File: src/rtl/rv_pkg.sv
// Shared RISC-V decode constants: major opcodes, one-hot format indices and
// the opcode-to-format map, which depends on XLEN.
package rv_pkg;

    localparam logic [4:0] OPC_LOAD     = 5'b00000;
    localparam logic [4:0] OPC_MISC_MEM = 5'b00011;
    localparam logic [4:0] OPC_OP_IMM   = 5'b00100;
    localparam logic [4:0] OPC_AUIPC    = 5'b00101;
    localparam logic [4:0] OPC_OP_IMM32 = 5'b00110;
    localparam logic [4:0] OPC_STORE    = 5'b01000;
    localparam logic [4:0] OPC_OP       = 5'b01100;
    localparam logic [4:0] OPC_LUI      = 5'b01101;
    localparam logic [4:0] OPC_OP32     = 5'b01110;
    localparam logic [4:0] OPC_BRANCH   = 5'b11000;
    localparam logic [4:0] OPC_JALR     = 5'b11001;
    localparam logic [4:0] OPC_JAL      = 5'b11011;
    localparam logic [4:0] OPC_SYSTEM   = 5'b11100;

    localparam int FMT_R = 0;
    localparam int FMT_I = 1;
    localparam int FMT_S = 2;
    localparam int FMT_B = 3;
    localparam int FMT_U = 4;
    localparam int FMT_J = 5;
    localparam int FMT_W = 6;

    // One-hot format for a 7-bit opcode; all-zero means unsupported at this XLEN.
    function automatic logic [FMT_W-1:0] decode_format(input logic [6:0] opcode, input int xlen);
        logic [FMT_W-1:0] fmt;
        fmt = '0;
        if (opcode[1:0] == 2'b11) begin
            case (opcode[6:2])
                OPC_LUI, OPC_AUIPC:                fmt[FMT_U] = 1'b1;
                OPC_JAL:                           fmt[FMT_J] = 1'b1;
                OPC_BRANCH:                        fmt[FMT_B] = 1'b1;
                OPC_STORE:                         fmt[FMT_S] = 1'b1;
                OPC_JALR, OPC_LOAD, OPC_OP_IMM,
                OPC_MISC_MEM, OPC_SYSTEM:          fmt[FMT_I] = 1'b1;
                OPC_OP:                            fmt[FMT_R] = 1'b1;
                OPC_OP_IMM32:                      fmt[FMT_I] = (xlen == 64);
                OPC_OP32:                          fmt[FMT_R] = (xlen == 64);
                default:                           fmt = '0;
            endcase
        end
        return fmt;
    endfunction

endpackage

File: src/rtl/imm_gen_x.sv
// Combinational instruction-format decode and XLEN-wide sign-extended
// immediate construction.
module imm_gen_x
    import rv_pkg::*;
#(
    parameter int XLEN = 32
) (
    input  logic [31:0]      i_inst,
    output logic [FMT_W-1:0] o_format,
    output logic [XLEN-1:0]  o_immediate,
    output logic             o_illegal
);

    logic s;
    assign s = i_inst[31];

    always_comb begin
        o_format    = decode_format(i_inst[6:0], XLEN);
        o_illegal   = (o_format == '0);
        o_immediate = '0;
        if (o_format[FMT_I]) begin
            o_immediate = {{(XLEN-11){s}}, i_inst[30:20]};
        end else if (o_format[FMT_S]) begin
            o_immediate = {{(XLEN-11){s}}, i_inst[30:25], i_inst[11:7]};
        end else if (o_format[FMT_B]) begin
            o_immediate = {{(XLEN-12){s}}, i_inst[7], i_inst[30:25], i_inst[11:8], 1'b0};
        end else if (o_format[FMT_U]) begin
            o_immediate = {{(XLEN-31){s}}, i_inst[30:12], 12'b0};
        end else if (o_format[FMT_J]) begin
            o_immediate = {{(XLEN-20){s}}, i_inst[19:12], i_inst[20], i_inst[30:21], 1'b0};
        end
    end

endmodule

File: src/rtl/imm_decode_stage.sv
// Registered immediate-decode pipeline stage with valid/ready handshake and
// an optional second (skid) entry that absorbs one cycle of back-pressure.
//
// state    | meaning
// ST_EMPTY | no beat held, o_valid=0
// ST_ONE   | decoded beat in output register
// ST_TWO   | output register and skid entry both full, o_ready=0 (SKID=1 only)
module imm_decode_stage
    import rv_pkg::*;
#(
    parameter int XLEN  = 32,
    parameter int TAG_W = 32,
    parameter bit SKID  = 1'b1
) (
    input  logic             i_clk,
    input  logic             i_rst_n,
    input  logic             i_flush,
    input  logic             i_valid,
    output logic             o_ready,
    input  logic [31:0]      i_inst,
    input  logic [TAG_W-1:0] i_tag,
    output logic             o_valid,
    input  logic             i_ready,
    output logic [31:0]      o_inst,
    output logic [TAG_W-1:0] o_tag,
    output logic [FMT_W-1:0] o_format,
    output logic [XLEN-1:0]  o_immediate,
    output logic             o_illegal
);

    typedef struct packed {
        logic [31:0]      inst;
        logic [TAG_W-1:0] tag;
        logic [FMT_W-1:0] fmt;
        logic [XLEN-1:0]  imm;
        logic             illegal;
    } beat_t;

    typedef enum logic [1:0] {ST_EMPTY, ST_ONE, ST_TWO} state_t;

    state_t           state_q;
    beat_t            out_q;
    beat_t            skid_q;
    beat_t            beat_d;
    logic             valid_q;
    logic             ready_q;
    logic [FMT_W-1:0] gen_fmt;
    logic [XLEN-1:0]  gen_imm;
    logic             gen_ill;
    logic             in_fire;
    logic             out_fire;

    imm_gen_x #(.XLEN(XLEN)) u_imm_gen (
        .i_inst      (i_inst),
        .o_format    (gen_fmt),
        .o_immediate (gen_imm),
        .o_illegal   (gen_ill)
    );

    assign beat_d = {i_inst, i_tag, gen_fmt, gen_imm, gen_ill};

    // Without a skid entry, ONE can only accept when it also drains, so TWO is unreachable.
    assign o_ready  = SKID ? ready_q : (!valid_q || i_ready);
    assign in_fire  = i_valid && o_ready && !i_flush;
    assign out_fire = valid_q && i_ready;

    always_ff @(posedge i_clk or negedge i_rst_n) begin
        if (!i_rst_n) begin
            state_q <= ST_EMPTY;
            valid_q <= 1'b0;
            ready_q <= 1'b1;
            out_q   <= '0;
            skid_q  <= '0;
        end else if (i_flush) begin
            state_q <= ST_EMPTY;
            valid_q <= 1'b0;
            ready_q <= 1'b1;
        end else begin
            case (state_q)
                ST_EMPTY: begin
                    if (in_fire) begin
                        out_q   <= beat_d;
                        state_q <= ST_ONE;
                        valid_q <= 1'b1;
                    end
                end
                ST_ONE: begin
                    if (in_fire && out_fire) begin
                        out_q <= beat_d;
                    end else if (in_fire) begin
                        skid_q  <= beat_d;
                        state_q <= ST_TWO;
                        ready_q <= 1'b0;
                    end else if (out_fire) begin
                        state_q <= ST_EMPTY;
                        valid_q <= 1'b0;
                    end
                end
                ST_TWO: begin
                    if (out_fire) begin
                        out_q   <= skid_q;
                        state_q <= ST_ONE;
                        ready_q <= 1'b1;
                    end
                end
                default: begin
                    state_q <= ST_EMPTY;
                    valid_q <= 1'b0;
                    ready_q <= 1'b1;
                end
            endcase
        end
    end

    assign o_valid     = valid_q;
    assign o_inst      = out_q.inst;
    assign o_tag       = out_q.tag;
    assign o_format    = out_q.fmt;
    assign o_immediate = out_q.imm;
    assign o_illegal   = out_q.illegal;

endmodule

File: config.mk
export PLATFORM = sky130hd
export DESIGN_NAME = imm_decode_stage
export DESIGN_NICKNAME = d
export VERILOG_FILES = /design/src/rtl/rv_pkg.sv /design/src/rtl/imm_gen_x.sv /design/src/rtl/imm_decode_stage.sv
export SDC_FILE = /design/constraint.sdc
export NUM_CORES = 1
export LEC_CHECK = 0
export CORE_MARGIN = 2
export CORE_UTILIZATION = 52
export DETAILED_ROUTE_END_ITERATION = 16
export GPL_ROUTABILITY_DRIVEN = 0
export GPL_TIMING_DRIVEN = 1
export PLACE_DENSITY = 0.8
export SYNTH_ARGS = -nofsm -noshare
export SYNTH_HDL_FRONTEND = slang
export SYNTH_SLANG_ARGS = --single-unit
File: constraint.sdc
create_clock -name i_clk -period 2.38 [get_ports i_clk]
set_clock_uncertainty 0.2 [all_clocks]
set_input_delay 0.238 -clock i_clk [delete_from_list [all_inputs] [get_ports i_clk]]
set_output_delay 0.238 -clock i_clk [all_outputs]
set_load 0.05 [all_outputs]
After elaboration in Yosys (flattened, before gate mapping)
Cells that the tools add are included.
{"block": "totals", "regBits": 210, "in_bits": 69, "out_inout_bits": 105, "word_cells": 90}
{"block": "classes", "eq_ne": 25, "muxes": 34, "n_bitwise": 2, "n_reduce_logical": 16}
{"op": "$mux W103", "count": 3}
{"op": "$pmux W103 S3", "count": 1}
{"op": "$mux W32", "count": 5}
{"op": "$eq A5 B5 Y1 const B", "count": 4}
{"op": "$ne A3 B3 Y1 const B", "count": 6}
{"op": "$eq A5 B4 Y1 const B", "count": 3}
{"op": "$mux W1", "count": 15}
{"op": "$mux W2", "count": 6}
{"op": "$reduce_and A4 Y1", "count": 3}
{"op": "$eq A5 B3 Y1 const B", "count": 2}
{"op": "$ne A2 B2 Y1 const B", "count": 5}
{"op": "$reduce_and A5 Y1", "count": 2}
{"op": "$logic_not A6 Y1", "count": 1}
{"op": "$mux W6", "count": 1}
{"op": "$pmux W1 S3", "count": 2}
{"op": "$pmux W2 S3", "count": 1}
{"op": "$eq A5 B2 Y1 const B", "count": 1}
{"op": "$logic_not A5 Y1", "count": 1}
{"op": "$reduce_or A5 Y1", "count": 1}
{"op": "$eq A2 B2 Y1 const B", "count": 2}
{"op": "$logic_and A1 B1 Y1", "count": 4}
{"op": "$ne A4 B4 Y1 const B", "count": 1}
{"op": "$reduce_bool A3 Y1", "count": 1}
{"op": "$eq A2 B1 Y1 const B", "count": 1}
{"op": "other kinds (4)", "count": 5}

Logic depth before layout (Yosys ltp)
Gate-level depths: netlist of the first run.
{"block": "depth", "depth_word": 11, "ltp_mapped": 9, "depth_no_buf": 5}

Modules after synthesis
Synthesis of the first run repeated with hierarchy kept, for this count alone.
{"block": "unflattened", "cells_unflattened": 789, "area_unflattened_um2": 9660.5}
{"module": "imm_decode_stage", "n_inst": 1, "cells_per_inst": 691, "area_per_inst_um2": 9049.9, "seq_area_each_um2": 5256.3}
{"module": "imm_gen_x", "n_inst": 1, "cells_per_inst": 98, "area_per_inst_um2": 610.6, "seq_area_each_um2": 0.0}

Least setup slack after synthesis of the first run
Ideal clock, no wire load.
{"block": "synth_timing", "path_type": "register -> register", "from": "reg valid_q, in the netlist o_valid", "to": "reg out_q, in the netlist o_immediate[21]", "setup_time_ns": 0.131, "arrival_time_ns": 1.918, "t_required_ns": 2.049, "slack_ns": 0.131, "stages_incl_launch_ff": 7, "n_path_buf": 2, "period_less_slack_ns": 2.249, "cell_sequence": "dfrtp_1 a21boi_1 nor3_2 and2_1 buf_2 buf_2 a211oi_1"}
{"block": "synth_via", "elab_chain_cells": 4, "word_cells_on_any_way": 5, "cone_classes": "eq/ne (2); reduce/logical (3)"}
{"element": "start: declaration", "line": "imm_decode_stage.sv:45", "text": "logic valid_q;"}
{"element": "start signal: assignment", "line": "imm_decode_stage.sv:70", "text": "valid_q <= 1'b0;"}
{"element": "start signal: assignment", "line": "imm_decode_stage.sv:76", "text": "valid_q <= 1'b0;"}
{"element": "start signal: assignment", "line": "imm_decode_stage.sv:84", "text": "valid_q <= 1'b1;"}
{"element": "$logic_and A1 B1 Y1 (*)", "line": "imm_decode_stage.sv:65", "text": "assign out_fire = valid_q && i_ready;"}
{"element": "$logic_and A1 B1 Y1", "line": "imm_decode_stage.sv:88", "text": "if (in_fire && out_fire) begin"}
{"element": "$ne A2 B2 Y1 (no source line)"}
{"element": "$reduce_and A5 Y1 (no source line) (*)"}
{"element": "end signal: assignment", "line": "imm_decode_stage.sv:82", "text": "out_q <= beat_d;"}
{"element": "end signal: assignment", "line": "imm_decode_stage.sv:89", "text": "out_q <= beat_d;"}
{"element": "end signal: assignment", "line": "imm_decode_stage.sv:101", "text": "out_q <= skid_q;"}
{"element": "end: declaration", "line": "imm_decode_stage.sv:42", "text": "beat_t out_q;"}
Every way passes the cells marked *; elsewhere a longest branch is shown, timed or not.
A chain may end at the register's enable or synchronous reset.

Worst setup path after layout of the first run
{"block": "layout_timing", "from": "reg ready_q, in the netlist o_ready", "to": "out o_ready"}
{"element": "start: declaration", "line": "imm_decode_stage.sv:46", "text": "logic ready_q;"}
{"element": "start signal: assignment", "line": "imm_decode_stage.sv:71", "text": "ready_q <= 1'b1;"}
{"element": "start signal: assignment", "line": "imm_decode_stage.sv:77", "text": "ready_q <= 1'b1;"}
{"element": "start signal: assignment", "line": "imm_decode_stage.sv:93", "text": "ready_q <= 1'b0;"}
{"element": "end: declaration", "line": "imm_decode_stage.sv:19", "text": "output logic o_ready,"}
No word-level cell between the ends.

==> flow_summary.json, run 1 <==
{
  "hold_class": "in -> async",
  "clk_latency_ns": 0.50,
  "fin_nets": 1305,
  "fin_util_pct": 71.3,
  "antenna_found_initial": 0,
  "path_cells": "clkdlybuf4s50_1",
  "yosysUniqueCellTypes": 53,
  "vias": 8342,
  "ir_worst_vdd_mv": 0.849,
  "crit_path_max_fanout": 6,
  "htreeDepth": 1,
  "powerDensity_nw_per_um2": 1280,
  "syn_nets": 1128,
  "hold_viol": 0,
  "ctsLongestPathBuffers": 3,
  "cp.arrival_ns": 1.88,
  "routed_wl_um": 25300,
  "slowest_stage": "clkdlybuf4s50_1",
  "cts_buffers": 22,
  "place_ws_ns": -0.0333,
  "seq_area_um2": 5260,
  "max_stage_delay_ns": 0.81,
  "numClockSinks": 210,
  "grt_pass1_wl_um": 40600,
  "slew-limit-headroom_pct": 61.5,
  "syn_area_per_cell_um2": 8.76,
  "final_cell_mix": "nand2_1, dfrtp_1, clkdlybuf4s50_1, nor2_1, a31oi_1",
  "overflow": 0,
  "post-route-period-util_pct": 97.2,
  "power_uw": 15900,
  "fill_cells": 1291,
  "holdWs_ns": 0.0837,
  "cts-root-buf": "clkbuf_16",
  "endpoint_kind": "primary output",
  "num_antenna_cells": 0,
  "fmax_mhz": 432,
  "dp_hpwl_um": 16600,
  "tightest_slew_ns": 0.575,
  "multi_input_area_um2": 3690,
  "die_x_um": 138,
  "drt_pass1_iterations": 5,
  "portBuffers": 173,
  "leakage_uw": 0.00551,
  "final_antenna_net_count": 0,
  "finalSetupViolations": 0,
  "pin_count": 174,
  "drc": 0,
  "status": "complete, no violations",
  "path_class": "reg -> out",
  "drive_above_1_share_pct": 9.11,
  "dieArea_um2": 18900,
  "grt_usage_pct": 26.9,
  "vias_per_cell": 5.65,
  "fp.dieH_um": 138,
  "fp.coreArea_um2": 17400,
  "synth_warnings": 0,
  "synthToLayoutAreaGrowth_pct": 33.3,
  "synth_edf_count": 0,
  "final_common_cell": "nand2_1",
  "grt_max_degree": 79,
  "wl_per_cell_um": 17.1,
  "drv_slew": 0,
  "netlist_instances": 1059,
  "row_count": 48,
  "synth.yosys.seq_area_share_pct": 56.7,
  "path_clk_slew_ns": 0.06,
  "start_util_pct": 53.4,
  "synth_top_flop_cell": "dfrtp_1",
  "setup_ws_ns": 0.0662,
  "rsz0062_at_grt": "no",
  "crit_buf_inv": 1,
  "critPathLaunchType": "flop",
  "synth-seq-cells": 210,
  "cts_tree": "built",
  "critPathTopFamily": "buffers and inverters",
  "grt_pass1_vias": 7989,
  "required_ns": 1.94,
  "maxCapViolations": 0,
  "netlist_area_um2": 9280,
  "async_flop_share_pct": 100,
  "layout_min_cycle_time_ns": 2.31,
  "drtIter0Drc": 641
}
layout make-up:
class / count / area share (%)
clock buffer: 33 / 5.60
sequential: 210 / 42.5
tap: 225 / 2.28
timing repair buffer: 233 / 19.3
inverter: 2 / 0.0607
clock inverter: 6 / 0.445
multi-input combinational: 767 / 29.8
routing by layer:
| metal | GRT usage [%] | wire (um) |
|---|---|---|
| met2 | 43.6 | 12000 |
| met1 | 38.7 | 11000 |
| met3 | 3.64 | 1900 |
| met5 | 0 | 0 |
| met4 | 6.70 | 369 |
registers in the layout, indices dropped and copies added, names as in the netlist:
name and flops:
skid_q 103, o_immediate 32, o_inst 32, o_tag 32, o_format 6, state_q 2, o_illegal 1, o_ready 1
o_valid 1
worst reg2reg max path: cells and delay by family (launching register included):
| kind | cells | cell delay (ns) |
|---|---|---|
| buf+inv | 2 | 0.44 |
| flops | 1 | 0.53 |
| simple gates | 1 | 0.45 |
| compound gates | 3 | 0.49 |
through the flow:
stage               TNS [ns]  std cells  instance area [um^2]
floorplan                  0       1059                  9280
global placement           0       1436                 11600
detailed placement    -0.282       1436                 11600
CTS                        0       1476                 12400
global route               0       1476                 12400
finish                     0       1476                 12400
repair_timing:
action | 4_1_cts | 5_1_grt
hold buffers | 1 | 0
buffers inserted | 0 | 0
endpoints found under the hold margin | 196 | 0
resized for setup | 0 | 0
where the power goes:
| group | leakage (uW) | internal [uW] | switching, uW |
|---|---|---|---|
| Clock | 0.000377 | 2110 | 1390 |
| Combinational | 0.00261 | 2260 | 4190 |
| Sequential | 0.00253 | 5050 | 862 |
Yosys cell counts, types with 3 or more instances:
master     number  area (um^2)
nand2_1       364         1370
dfrtp_1       209         5230
nor2_1        125          469
a31oi_1        92          576
clkbuf_1       46          173
a21oi_1        31          155
buf_2          28          140
a211oi_1       23          173
nor3_1         22          110
o21ai_0        14         70.1
nand2b_1        9         56.3
o22ai_1         8         50.1
o31ai_1         7         52.6
a22o_1          6         52.6
and3_1          5         31.3
nor2b_1         5         31.3
a2bb2oi_1       4         35.0
and2_1          4         25.0
buf_6           4         45.0
nand3_1         4         20.0
o211ai_1        4         30.0
a21o_1          3         22.5
nor3_2          3         30.0
o21ai_1         3         15.0
o21bai_1        3         22.5
worst paths after layout:
| check | start | endpoint | slack (ns) | cells past startpoint |
|---|---|---|---|---|
| hold / removal | i_rst_n | o_tag[28] | 0.08 | 2 |
| setup / recovery | o_ready | o_ready | 0.07 | 1 |
| hold reg to reg | skid_q[67] | skid_q[67] | 0.27 | 2 |
| max in group asynchronous | i_rst_n | o_inst[13] | 1.19 | 3 |
| min in group i_clk | i_tag[30] | skid_q[69] | 0.11 | 3 |
| setup reg to reg | state_q[1] | o_immediate[1] | 0.18 | 6 |
cell families after synthesis:
logic type             share of synthesized area [%]
and+or+nand+nor                                 24.3
DFF                                             56.7
AOI/OAI and AO/OA                               14.9
buffers and inverters                           4.06
(Power assumes the default switching activity.)
==> run 2, diff against run 1 <==
--- a/config.mk
+++ b/config.mk
@@ -6,11 +6,12 @@
 export NUM_CORES = 1
 export LEC_CHECK = 0
 export CORE_MARGIN = 2
-export CORE_UTILIZATION = 52
+export CORE_UTILIZATION = 45
 export DETAILED_ROUTE_END_ITERATION = 16
 export GPL_ROUTABILITY_DRIVEN = 0
 export GPL_TIMING_DRIVEN = 1
-export PLACE_DENSITY = 0.8
+export PLACE_DENSITY = 0.7
+export SKIP_LAST_GASP = 1
 export SYNTH_ARGS = -nofsm -noshare
 export SYNTH_HDL_FRONTEND = slang
 export SYNTH_SLANG_ARGS = --single-unit
==> run 2 against run 1 <==
Effect of this change:
- clock-buffer cell count increased by 3
- core utilization decreased by 9.7 points
- critical path depth unchanged
- first-iteration DRC count decreased by 32%
- global-route usage decreased by 3.0 points
- via count decreased by 1.8%
- cell area increased by 0.65%
- worst setup slack got worse by 0.0041 ns
- die area increased by 15%
- sequential power about the same
- maximum frequency decreased by 0.18%
- critical endpoint unchanged
- highest routed layer unchanged
==> flow_summary.json, run 2 (synthesis gave the netlist of run 1 again) <==
{
  "status": "complete, no violations",
  "required_ns": 1.94,
  "portBuffers": 173,
  "regToRegEndpoint": "o_immediate[1]",
  "finalSetupViolations": 0,
  "place_ws_ns": -0.0641,
  "hold_class": "in -> async",
  "met1_usage_pct": 34.4,
  "powerDensity_nw_per_um2": 1270,
  "cts_buffers": 23,
  "rsz0062_at_grt": "no",
  "fill_cells": 1704,
  "final_antenna_net_count": 0,
  "layout_min_cycle_time_ns": 2.32,
  "routed_wl_um": 25900,
  "fin_nets": 1310,
  "grt_pass1_wl_um": 42100,
  "dieArea_um2": 21800,
  "largest-register": "skid_q",
  "fp.coreArea_um2": 20200,
  "r2r-start": "state_q[1]",
  "cts-root-buf": "clkbuf_16",
  "vias": 8195,
  "leakage_uw": 0.00553,
  "final_common_cell": "nand2_1",
  "critPathLaunchType": "flop",
  "crit_path_max_fanout": 6,
  "setup_ws_ns": 0.0620,
  "start_util_pct": 45.8,
  "multi_input_area_um2": 3690,
  "ctsLongestPathBuffers": 3,
  "grt_usage_pct": 23.9,
  "seq_area_um2": 5260,
  "crit_end": "o_ready",
  "num_antenna_cells": 0,
  "maxCapViolations": 0,
  "pin_count": 174,
  "numClockSinks": 210,
  "path_clk_slew_ns": 0.06,
  "dp_hpwl_um": 17400,
  "ff2ff_setup_slack_ns": 0.22,
  "row_count": 52,
  "cp.arrival_ns": 1.88,
  "drt_pass1_iterations": 5,
  "path_cells": "clkdlybuf4s50_1",
  "synthToLayoutAreaGrowth_pct": 34.2,
  "final_cell_mix": "nand2_1, dfrtp_1, clkdlybuf4s50_1, nor2_1, a31oi_1",
  "grt_pass1_vias": 7917,
  "drtIter0Drc": 437,
  "largest_reg_flops": 103,
  "path_class": "reg -> out",
  "critPathTopFamily": "buffers and inverters",
  "met3_usage_pct": 4.26,
  "post-cts-setup-buffer-count": 0,
  "drive_above_1_share_pct": 9.24,
  "htreeDepth": 1,
  "die_x_um": 148,
  "antenna_found_initial": 1,
  "crit_buf_inv": 1,
  "power_uw": 15800,
  "clk_latency_ns": 0.51,
  "tightest_slew_ns": 0.638,
  "fmax_mhz": 431,
  "grt_use_met2_pct": 38.0,
  "cts_tree": "built",
  "cp.depth": 1,
  "drc": 0,
  "ir_worst_vdd_mv": 0.798,
  "endpoint_kind": "primary output",
  "critPathLaunch": "o_ready",
  "slew-limit-headroom_pct": 57.3,
  "fp.dieH_um": 148,
  "slowest_stage": "clkdlybuf4s50_1",
  "hold_viol": 0,
  "post-route-period-util_pct": 97.4,
  "overflow": 0,
  "r2r_cells": 6,
  "wl_per_cell_um": 17.0,
  "vias_per_cell": 5.37,
  "max_stage_delay_ns": 0.82,
  "grt_busiest_layer": "met2",
  "grt_max_degree": 59,
  "drv_slew": 0
}
==> run 2: through the flow <==
step	util, %	hold slack (ns)	instances	TNS, ns	cell area [um^2]
final	61.5	0.0353	1526	0	12400
after CTS	61.5	0.0594	1526	0	12400
after global routing	61.5	0.0811	1526	0	12400
after floorplan	-	-0.258	1059	0	9280
after global placement	57.9	-0.00937	1485	0	11700
after detailed placement	57.9	-0.00800	1485	-0.364	11700
==> run 2: how the worst min path moves through the flow <==
| stage | start | end | slack [ns] | depth (start not counted) |
|---|---|---|---|---|
| final | i_rst_n | o_tag[28] | 0.04 | 2 |
| after global routing | i_rst_n | skid_q[64] | 0.08 | 2 |
| after CTS | i_rst_n | o_tag[23] | 0.06 | 2 |
| after detailed placement | i_rst_n | o_tag[23] | -0.008 | 1 |
| after global placement | i_rst_n | o_tag[23] | -0.009 | 1 |
| after floorplan | i_rst_n | o_format[0] | -0.26 | 0 |
==> run 2: layout make-up <==
type                            count  area share, %
Clock buffer                       36           5.66
Clock inverter                      4          0.191
Inverter                            2         0.0603
Multi-Input combinational cell    767           29.6
Sequential cell                   210           42.2
Tap cell                          270           2.71
Timing Repair Buffer              237           19.5
==> run 2: repair_timing <==
action                     in CTS  in global routing
hold buffers                    1                  0
resized for setup               0                  0
setup endpoints to repair       0                  0
hold endpoints to repair      210                  0
==> run 2: power breakdown <==
part / switching [uW] / total [uW] / internal, uW
Clock: 1410 / 3430 / 2020
Sequential: 882 / 5930 / 5050
Combinational: 4180 / 6440 / 2260
Total: 6470 / 15800 / 9330
==> run 2: per-layer routing <==
metal / wire [um] / part of all wire, % / vias to the layer above
met5: 0 / 0 / -
met4: 522 / 2.0 / 0
met3: 2090 / 8.1 / 41
met2: 11900 / 46 / 288
met1: 11400 / 44 / 3932
li1: - / - / 3934
